<file path="src/rtl/block_control_unit_if.sv">
// block_control_unit_if: decode inputs and control/micro-op outputs of the ID-stage control unit
interface block_control_unit_if #(
  parameter int NUM_REGS  = 16,
  parameter int REG_IDX_W = 4,
  parameter int OFS_W     = 32
);
  logic                 valid_in;
  logic                 freeze;
  logic [1:0]           mode;
  logic [3:0]           op_code;
  logic                 s_in;
  logic                 blk;
  logic                 up;
  logic [NUM_REGS-1:0]  reg_list;
  logic                 MEM_r_en;
  logic                 MEM_w_en;
  logic                 WB_en;
  logic                 b;
  logic                 s_out;
  logic [3:0]           exec_cmd;
  logic                 busy;
  logic [REG_IDX_W-1:0] uop_reg;
  logic [OFS_W-1:0]     uop_offset;
  logic                 uop_valid;
  logic                 last_uop;
  modport master (
    output valid_in, freeze, mode, op_code, s_in, blk, up, reg_list,
    input  MEM_r_en, MEM_w_en, WB_en, b, s_out, exec_cmd, busy, uop_reg, uop_offset, uop_valid, last_uop
  );
  modport slave (
    input  valid_in, freeze, mode, op_code, s_in, blk, up, reg_list,
    output MEM_r_en, MEM_w_en, WB_en, b, s_out, exec_cmd, busy, uop_reg, uop_offset, uop_valid, last_uop
  );
endinterface

</file>
<file path="src/rtl/block_control_unit.sv">
// block_control_unit: ID-stage decode with LDM/STM block-transfer micro-op sequencing
module block_control_unit #(
  parameter int NUM_REGS   = 16,
  parameter int REG_IDX_W  = 4,
  parameter int WORD_BYTES = 4,
  parameter int OFS_W      = 32
) (
  input logic clk,
  input logic rst,
  block_control_unit_if.slave bus
);
  localparam logic [1:0] ARITHMATIC = 2'b00, MEMORY = 2'b01, BRANCH = 2'b10;
  localparam logic [3:0] NOP_ALU_CMD = 4'b0000, MOV_CMD = 4'b0001, ADD_CMD = 4'b0010, ADC_CMD = 4'b0011,
                         SUB_CMD = 4'b0100, SBC_CMD = 4'b0101, AND_CMD = 4'b0110, ORR_CMD = 4'b0111,
                         EOR_CMD = 4'b1000, MVN_CMD = 4'b1001;
  typedef enum logic {IDLE, XFER} state_t;
  state_t state, nxt;
  logic [NUM_REGS-1:0]  pend, low;
  logic [OFS_W-1:0]     ofs;
  logic [REG_IDX_W-1:0] idx;
  logic                 ld, upd, one, accept;
  assign low = pend & (~pend + NUM_REGS'(1));
  assign one = (pend & (pend - NUM_REGS'(1))) == '0;
  // index of the lowest pending register; the downward scan leaves the lowest set bit last
  always_comb begin
    idx = '0;
    for (int i = NUM_REGS - 1; i >= 0; i--) if (pend[i]) idx = REG_IDX_W'(i);
  end
  // next state and all control outputs; reset low forces every output to its idle value
  always_comb begin
    nxt = state;
    accept = 1'b0;
    bus.MEM_r_en = 1'b0;
    bus.MEM_w_en = 1'b0;
    bus.WB_en = 1'b0;
    bus.b = 1'b0;
    bus.s_out = 1'b0;
    bus.exec_cmd = NOP_ALU_CMD;
    bus.busy = 1'b0;
    bus.uop_reg = '0;
    bus.uop_offset = '0;
    bus.uop_valid = 1'b0;
    bus.last_uop = 1'b0;
    if (rst && state == XFER) begin
      bus.uop_valid = 1'b1;
      bus.uop_reg = idx;
      bus.uop_offset = ofs;
      bus.exec_cmd = upd ? ADD_CMD : SUB_CMD;
      bus.MEM_r_en = ld;
      bus.WB_en = ld;
      bus.MEM_w_en = !ld;
      bus.last_uop = one;
      bus.busy = !one;
      nxt = (!bus.freeze && one) ? IDLE : XFER;
    end else if (rst && bus.valid_in) begin
      if (bus.mode == MEMORY && bus.blk) begin
        bus.busy = |bus.reg_list;
        accept = |bus.reg_list && !bus.freeze;
        nxt = accept ? XFER : IDLE;
      end else if (bus.mode == MEMORY) begin
        bus.MEM_r_en = bus.s_in;
        bus.MEM_w_en = !bus.s_in;
        bus.WB_en = bus.s_in;
        bus.exec_cmd = ADD_CMD;
        bus.s_out = bus.s_in;
      end else if (bus.mode == BRANCH) begin
        bus.b = 1'b1;
        bus.s_out = bus.s_in;
      end else if (bus.mode == ARITHMATIC) begin
        case (bus.op_code)
          4'b1101: {bus.WB_en, bus.exec_cmd} = {1'b1, MOV_CMD};
          4'b1111: {bus.WB_en, bus.exec_cmd} = {1'b1, MVN_CMD};
          4'b0100: {bus.WB_en, bus.exec_cmd} = {1'b1, ADD_CMD};
          4'b0101: {bus.WB_en, bus.exec_cmd} = {1'b1, ADC_CMD};
          4'b0010: {bus.WB_en, bus.exec_cmd} = {1'b1, SUB_CMD};
          4'b0110: {bus.WB_en, bus.exec_cmd} = {1'b1, SBC_CMD};
          4'b0000: {bus.WB_en, bus.exec_cmd} = {1'b1, AND_CMD};
          4'b1100: {bus.WB_en, bus.exec_cmd} = {1'b1, ORR_CMD};
          4'b0001: {bus.WB_en, bus.exec_cmd} = {1'b1, EOR_CMD};
          4'b1010: {bus.WB_en, bus.exec_cmd} = {1'b0, SUB_CMD};
          4'b1000: {bus.WB_en, bus.exec_cmd} = {1'b0, AND_CMD};
          default: {bus.WB_en, bus.exec_cmd} = {1'b0, NOP_ALU_CMD};
        endcase
        bus.s_out = bus.s_in && bus.exec_cmd != NOP_ALU_CMD;
      end
    end
  end
  // FSM state register
  always_ff @(posedge clk or negedge rst)
    if (!rst) state <= IDLE;
    else state <= nxt;
  // block sequencer: latch list/direction on accept, retire one register per unfrozen cycle
  always_ff @(posedge clk or negedge rst)
    if (!rst) begin
      pend <= '0;
      ofs <= '0;
      ld <= 1'b0;
      upd <= 1'b0;
    end else if (accept) begin
      pend <= bus.reg_list;
      ofs <= '0;
      ld <= bus.s_in;
      upd <= bus.up;
    end else if (state == XFER && !bus.freeze) begin
      pend <= pend & ~low;
      ofs <= ofs + OFS_W'(WORD_BYTES);
    end
endmodule

</file>
<file path="src/flat_wrapper.sv">
// flat-port wrapper written by rule: the top's interface ports become plain ports
module block_control_unit_flat 
#(
  parameter int NUM_REGS   = 16,
  parameter int REG_IDX_W  = 4,
  parameter int WORD_BYTES = 4,
  parameter int OFS_W      = 32
)
  (clk, rst, bus_valid_in, bus_freeze, bus_mode, bus_op_code, bus_s_in, bus_blk, bus_up, bus_reg_list, bus_MEM_r_en, bus_MEM_w_en, bus_WB_en, bus_b, bus_s_out, bus_exec_cmd, bus_busy, bus_uop_reg, bus_uop_offset, bus_uop_valid, bus_last_uop);
  block_control_unit_if #(.NUM_REGS(NUM_REGS), .REG_IDX_W(REG_IDX_W), .OFS_W(OFS_W)) bus_i ();
  input logic clk;
  input logic rst;
  input wire logic [$bits(bus_i.valid_in)-1:0] bus_valid_in;
  input wire logic [$bits(bus_i.freeze)-1:0] bus_freeze;
  input wire logic [$bits(bus_i.mode)-1:0] bus_mode;
  input wire logic [$bits(bus_i.op_code)-1:0] bus_op_code;
  input wire logic [$bits(bus_i.s_in)-1:0] bus_s_in;
  input wire logic [$bits(bus_i.blk)-1:0] bus_blk;
  input wire logic [$bits(bus_i.up)-1:0] bus_up;
  input wire logic [$bits(bus_i.reg_list)-1:0] bus_reg_list;
  output wire logic [$bits(bus_i.MEM_r_en)-1:0] bus_MEM_r_en;
  output wire logic [$bits(bus_i.MEM_w_en)-1:0] bus_MEM_w_en;
  output wire logic [$bits(bus_i.WB_en)-1:0] bus_WB_en;
  output wire logic [$bits(bus_i.b)-1:0] bus_b;
  output wire logic [$bits(bus_i.s_out)-1:0] bus_s_out;
  output wire logic [$bits(bus_i.exec_cmd)-1:0] bus_exec_cmd;
  output wire logic [$bits(bus_i.busy)-1:0] bus_busy;
  output wire logic [$bits(bus_i.uop_reg)-1:0] bus_uop_reg;
  output wire logic [$bits(bus_i.uop_offset)-1:0] bus_uop_offset;
  output wire logic [$bits(bus_i.uop_valid)-1:0] bus_uop_valid;
  output wire logic [$bits(bus_i.last_uop)-1:0] bus_last_uop;
  assign bus_i.valid_in = bus_valid_in;
  assign bus_i.freeze = bus_freeze;
  assign bus_i.mode = bus_mode;
  assign bus_i.op_code = bus_op_code;
  assign bus_i.s_in = bus_s_in;
  assign bus_i.blk = bus_blk;
  assign bus_i.up = bus_up;
  assign bus_i.reg_list = bus_reg_list;
  assign bus_MEM_r_en = bus_i.MEM_r_en;
  assign bus_MEM_w_en = bus_i.MEM_w_en;
  assign bus_WB_en = bus_i.WB_en;
  assign bus_b = bus_i.b;
  assign bus_s_out = bus_i.s_out;
  assign bus_exec_cmd = bus_i.exec_cmd;
  assign bus_busy = bus_i.busy;
  assign bus_uop_reg = bus_i.uop_reg;
  assign bus_uop_offset = bus_i.uop_offset;
  assign bus_uop_valid = bus_i.uop_valid;
  assign bus_last_uop = bus_i.last_uop;
  block_control_unit #(.NUM_REGS(NUM_REGS), .REG_IDX_W(REG_IDX_W), .WORD_BYTES(WORD_BYTES), .OFS_W(OFS_W)) u_core (.clk(clk), .rst(rst), .bus(bus_i));
endmodule
</file>
<file path="config.mk">
export PLATFORM = sky130hd
export DESIGN_NAME = block_control_unit_flat
export DESIGN_NICKNAME = d
export VERILOG_FILES = /design/src/rtl/block_control_unit_if.sv /design/src/rtl/block_control_unit.sv /design/src/flat_wrapper.sv
export SDC_FILE = /design/constraint.sdc
export NUM_CORES = 1
export LEC_CHECK = 0
export CORE_MARGIN = 1.5
export CORE_UTILIZATION = 51
export DETAILED_ROUTE_END_ITERATION = 12
export GPL_ROUTABILITY_DRIVEN = 0
export HOLD_SLACK_MARGIN = 0.08
export PLACE_DENSITY = 0.79
export SLEW_MARGIN = 20
export SYNTH_ARGS = -nofsm -noshare
export SYNTH_HDL_FRONTEND = slang
export SYNTH_SLANG_ARGS = --single-unit
</file>
<file path="constraint.sdc">
create_clock -name clk -period 4 [get_ports clk]
set_input_delay 0.8 -clock clk [delete_from_list [all_inputs] [get_ports clk]]
set_output_delay 0.8 -clock clk [all_outputs]
set_load 0.05 [all_outputs]
</file>
==> results.py, run 1 <==
metrics = {
    "run_status": {
        "status": "finished, final reports clean",
    },
    "sta": {
        "rsz0062_at_grt": "false",
        "worstMarginPinSlew_ns": 0.926,
        "fmax_mhz": 281,
        "maxSlewHeadroom_pct": 38.3,
        "setup_tns_ns": 0,
        "finalCritPeriodShare_pct": 88.9,
        "maxSlewViolCount": 0,
        "fin_skew_ns": 0.00858,
        "period_needed_ns": 3.56,
        "hold_viol_final": 0,
        "setup_violations": 0,
    },
    "global_routing": {
        "antenna_found_initial": 0,
        "grt_max_degree": 36,
        "globalRouteOverflowTotal": 0,
        "track_usage_pct": 25.9,
        "grt_pass1_wl_microns": 13500,
        "first_global_vias": 2843,
    },
    "synth": {
        "ys_seq_area_share_pct": 37.8,
        "synth-seq-cells": 49,
        "synthFlopType": "dfrtp_1",
        "synth_cells": 397,
        "syn_area_per_cell_sq_um": 8.17,
        "netlist_top_cells_area": "dfrtp_1 38%, and3_1 6.2%, o21ai_0 5.6%",
        "netlist_area_sq_mm": 0.00324,
        "synth_edf_count": 0,
        "synth.top_cell.area_share_pct": 37.8,
        "async_reset_ff_share_pct": 100,
        "yosysTopAreaCell": "dfrtp_1",
        "yosys_warnings": 0,
        "ys_types": 55,
    },
    "floorplanning": {
        "die_w_microns": 82.7,
        "dieArea_sq_mm": 0.00684,
        "initial_core_util_pct": 53.8,
        "rows": 28,
        "core_sq_mm": 0.00603,
        "io_pins": 77,
        "dieHeight_microns": 82.7,
    },
    "detailed_routing": {
        "routed_wl_microns": 8380,
        "wire_per_inst_microns": 15.5,
        "postRouteAntennaNets": 0,
        "drtIter0Drc": 161,
        "via_per_inst": 5.91,
        "drc_errors": 0,
        "vias": 3204,
        "firstDrtPassIters": 5,
    },
    "placement": {
        "dpl.hpwl_microns": 6230,
        "port_buffers": 74,
    },
    "clock_tree": {
        "cts_setup_buffers": 0,
        "cts.clk_slew.worst_paths_ns": 0.10,
        "h-tree-depth": 2,
        "ctsResizeCount": 0,
        "clock_tree.buffer_depth": 2,
        "cts_sinks": 49,
        "cts_buffers": 5,
        "cts-hold-fix-buffers": 0,
        "tritoncts": "done",
        "cts.root.buffer_cell": "clkbuf_8",
        "clk_latency_ns": 0.30,
    },
    "layout": {
        "layout-drive-gt1-share_pct": 10.1,
        "final_common_cell": "clkdlybuf4s50_1",
        "num_antenna_cells": 0,
        "synthToLayoutAreaGrowth_pct": 30.5,
        "fin_nets": 501,
        "utilization_pct": 70.2,
        "final_cell_mix": "54 x clkdlybuf4s50_1, 49 x dfrtp_1, 45 x nor2_1",
    },
    "pwr": {
        "power_leakage_nw": 1.91,
        "irDropWorstVdd_uv": 203,
        "power.density_mw_per_mm2": 312,
    },
    "min_path": {
        "hp-class": "input pin to asynchronous set/reset pin",
    },
    "worst_setup_path": {
        "critPathKind": "flop to output port",
        "worstPathArrival_ns": 2.76,
        "cp.required_ns": 3.20,
        "cp-start-kind": "flop",
        "end_kind": "output port",
        "critPathMaxFanout": 6,
    },
    "job": {
        "drv_cap": 0,
    },
}
logic make-up after synthesis:
kind of cell / count (synthesis) / share of synthesized area, %
simple gates: 200 / 32.5
xor+xnor: 19 / 5.13
compound gates: 88 / 17.3
other cells: 1 / 0.116
buf+inv: 31 / 3.90
flops: 49 / 37.8
fa+ha+maj: 8 / 2.93
mux: 1 / 0.309
final timing paths:
| kind | from | end | slack, ns | depth (start not counted) |
|---|---|---|---|---|
| max | u_core.pend[6]$_DFFE_PN0P_ | bus_busy | 0.44 | 7 |
| min | rst | u_core.ofs[15]$_DFFE_PN0P_ | 0.34 | 1 |
| max reg2reg | u_core.state$_DFFE_PN0P_ | u_core.ofs[30]$_DFFE_PN0P_ | 1.37 | 5 |
| min reg2reg | u_core.ld$_DFFE_PN0P_ | u_core.ld$_DFFE_PN0P_ | 0.52 | 2 |
| max in group asynchronous | rst | u_core.ofs[6]$_DFFE_PN0P_ | 3.11 | 2 |
| min in group clk | u_core.ld$_DFFE_PN0P_ | u_core.ld$_DFFE_PN0P_ | 0.52 | 2 |
synthesized netlist by cell type (all sizes together), types with 2 or more instances:
cell    instances
a31oi           3
nor2b           5
nand3b          2
nand3          17
a311oi          2
o41ai           2
nand2b          4
inv            10
o311ai          2
nor2           45
nor3            9
buf             4
a22o            8
xor2            8
clkbuf         17
o22ai           2
a221oi          2
or2             2
or3             8
a211oi          2
nand4           6
o31a            2
nand2          44
dfrtp          49
a21oi          16
o21ai          37
nor4           10
or4             5
o31ai           3
and3           32
and4            4
ha              6
xnor2          11
and2            4
maj3            2
sequential cells by signal, indices dropped and copies added (netlist names):
name          cells
u_core.upd        1
u_core.ld         1
u_core.ofs       30
u_core.pend      16
u_core.state      1
report_power, final:
| group | switching [mW] | internal [mW] |
|---|---|---|
| combinational | 0.256 | 0.160 |
| sequential | 0.0632 | 0.529 |
| clock | 0.171 | 0.141 |
cell type report:
| class | instances | area [sq um] |
|---|---|---|
| Timing Repair Buffer | 82 | 873 |
| Inverter | 10 | 37.5 |
| Sequential cell | 49 | 1230 |
| Clock inverter | 2 | 13.8 |
| Clock buffer | 6 | 82.6 |
| Tap cell | 75 | 93.8 |
| Fill cell | 508 | 1800 |
| Multi-Input combinational cell | 318 | 1900 |
metrics by stage:
step / cells / cell area [sq um] / hold slack (ns) / total power, mW / worst slack [ns]
global route: 542 / 4230 / 0.351 / 1.39 / 0.199
detailed placement: 534 / 4130 / 0.500 / 1.02 / 0.610
floorplan: 398 / 3250 / 0.467 / 0.837 / 0.521
CTS: 542 / 4230 / 0.351 / 1.33 / 0.468
finish: 542 / 4230 / 0.343 / 1.32 / 0.444
global placement: 534 / 4130 / 0.494 / 1.01 / 0.643
critical path, cell delays in order (launching register included):
cell	delay (ns)
dfrtp_1	0.45
nor4_1	0.56
nand3_1	0.23
nor3_1	0.35
o2111ai_1	0.19
nor3_2	0.35
a21oi_1	0.11
buf_4	0.22
routing by layer:
metal	routed length (microns)	vias to the layer above	track usage, %
met5	0	-	0
met4	162	0	8.83
met3	387	18	3.63
met2	4000	113	42.0
met1	3830	1502	35.4
li1	-	1571	-
(Power assumes the default switching activity.)
==> run 2: changes to the inputs <==
Settings changed: GPL_TIMING_DRIVEN set to 0, PLACE_DENSITY 0.79 to unset, PLACE_DENSITY_LB_ADDON set to 0.12.
==> run 2 against run 1 <==
Count of clock-buffer cells in the layout down 1. Register-to-register slack better by 0.28 ns. Cell count up 2.0%. Maximum frequency down 7.4%. Highest routed layer unchanged. Cell area down 1.6%. Flip-flop and latch count unchanged. Non-clock buffer count up 13.
==> results.py, run 2 (same netlist as run 1, synthesis figures left out) <==
metrics = {
    "run_status": {
        "status": "finished, final reports clean",
    },
    "clock_tree": {
        "ctsResizeCount": 3,
        "clock_tree.buffer_depth": 2,
        "cts.root.buffer_cell": "clkbuf_8",
        "cts_sinks": 49,
        "tritoncts": "done",
        "cts_buffers": 5,
        "cts_setup_buffers": 0,
        "clk_latency_ns": 0.31,
        "cts-hold-fix-buffers": 0,
        "h-tree-depth": 2,
        "cts.clk_slew.worst_paths_ns": 0.09,
    },
    "layout": {
        "fin_cells": 553,
        "top_register": "u_core.ofs",
        "fin_nets": 514,
        "reg_top3": "u_core.ofs x30, u_core.pend x16",
        "final_common_cell": "clkdlybuf4s50_1",
        "layout-drive-gt1-share_pct": 4.39,
        "num_antenna_cells": 0,
        "final_cell_mix": "69 x clkdlybuf4s50_1, 49 x dfrtp_1, 45 x nor2_1",
        "synthToLayoutAreaGrowth_pct": 28.4,
        "largest_reg_flops": 30,
        "final_cell_area_sq_mm": 0.00416,
    },
    "worst_setup_path": {
        "critPathMaxFanout": 8,
        "cp-start-kind": "input pin",
        "reg2reg_slack_ns": 1.65,
        "worstPathArrival_ns": 3.04,
        "cp.required_ns": 3.20,
        "critPathKind": "input pin to output port",
        "end_kind": "output port",
    },
    "pwr": {
        "irDropWorstVdd_uv": 201,
        "power_leakage_nw": 1.87,
        "power.density_mw_per_mm2": 304,
    },
    "sta": {
        "setup_tns_ns": 0,
        "worstMarginPinSlew_ns": 0.749,
        "rsz0062_at_grt": "false",
        "hold_viol_final": 0,
        "maxSlewHeadroom_pct": 49.7,
        "period_needed_ns": 3.84,
        "fin_hold_ws_ns": 0.425,
        "setup_violations": 0,
        "setup_slack_ns": 0.158,
        "fmax_mhz": 260,
        "maxSlewViolCount": 0,
        "fin_skew_ns": 0.00894,
        "finalCritPeriodShare_pct": 96.0,
    },
    "placement": {
        "place_area_sq_mm": 0.00408,
        "port_buffers": 74,
        "dp_slack_ns": -0.0342,
        "placed_cells": 547,
        "dpl.hpwl_microns": 6400,
    },
    "global_routing": {
        "grt_pass1_wl_microns": 13900,
        "first_global_vias": 2960,
        "antenna_found_initial": 0,
        "grt_max_degree": 53,
        "globalRouteOverflowTotal": 0,
        "track_usage_pct": 26.9,
    },
    "detailed_routing": {
        "routed_wl_microns": 8770,
        "postRouteAntennaNets": 0,
        "wire_per_inst_microns": 15.9,
        "top_layer": "met4",
        "met3_length_microns": 468,
        "wl_met2_microns": 4300,
        "vias": 3319,
        "via_per_inst": 6.00,
        "firstDrtPassIters": 5,
        "drc_errors": 0,
        "wl_met1_microns": 3810,
        "drtIter0Drc": 226,
    },
    "floorplanning": {
        "dieArea_sq_mm": 0.00684,
        "dieHeight_microns": 82.7,
        "initial_core_util_pct": 53.8,
        "io_pins": 77,
        "core_sq_mm": 0.00603,
        "rows": 28,
        "die_w_microns": 82.7,
    },
    "job": {
        "drv_cap": 0,
    },
    "min_path": {
        "hp-class": "input pin to asynchronous set/reset pin",
    },
}
[run 2: changes by cell type in the layout (fill, tap and decap cells not counted), sizes merged]
cell / change
clkinv: -1
dlygate4sd2: +2
dlymetal6s2s: +2
clkbuf: +16
clkdlybuf4s50: +15
buf: -23
[run 2: final cells by class]
type / count / area [sq um]
buffer: 21 / 88.8
clock buffer: 5 / 68.8
clock inverter: 1 / 5.00
fill: 511 / 1860
inverter: 10 / 37.5
multi-input combinational: 318 / 1900
sequential: 49 / 1230
tap: 75 / 93.8
timing repair buffer: 74 / 744
[run 2: report_power, final]
group	total, mW	internal [mW]	switching [mW]	leakage [nW]
combinational	0.408	0.143	0.265	1.16
clock	0.280	0.116	0.165	0.0399
sequential	0.577	0.529	0.0479	0.671
[run 2: path summary, 6_finish.rpt]
| kind | end | start | cells past startpoint |
|---|---|---|---|
| max in group asynchronous | u_core.ofs[6]$_DFFE_PN0P_ | rst | 1 |
| setup / recovery | bus_exec_cmd[2] | bus_mode[0] | 4 |
| hold reg to reg | u_core.ld$_DFFE_PN0P_ | u_core.ld$_DFFE_PN0P_ | 2 |
| min in group clk | u_core.ld$_DFFE_PN0P_ | u_core.ld$_DFFE_PN0P_ | 2 |
| hold / removal | u_core.ofs[13]$_DFFE_PN0P_ | rst | 1 |
| setup reg to reg | u_core.state$_DFFE_PN0P_ | u_core.pend[6]$_DFFE_PN0P_ | 6 |
[run 2: routing by layer]
metal / vias to the layer above / track usage [%]
met5: - / 0
li1: 1591 / -
met3: 20 / 4.29
met2: 126 / 44.4
met1: 1582 / 34.9
met4: 0 / 11.5
[run 2: worst max-delay path, stage by stage]
cell and delay, ns:
clkdlybuf4s50_1 0.53, or4_2 0.74, o22ai_1 0.14, clkdlybuf4s50_1 0.83
[run 2: per-stage QoR]
step                      util, %  power, mW
after floorplan                 -      0.837
after global placement       67.8      0.987
after detailed placement     67.8      0.994
after CTS                    69.0       1.27
after global routing         69.1       1.33
final                        69.1       1.27
==> run 3: changes to the inputs <==
Settings changed: CTS_CLUSTER_SIZE set to 12.
==> results of run 3 <==
Final layout, timing and power as in run 2 (identical DEF).
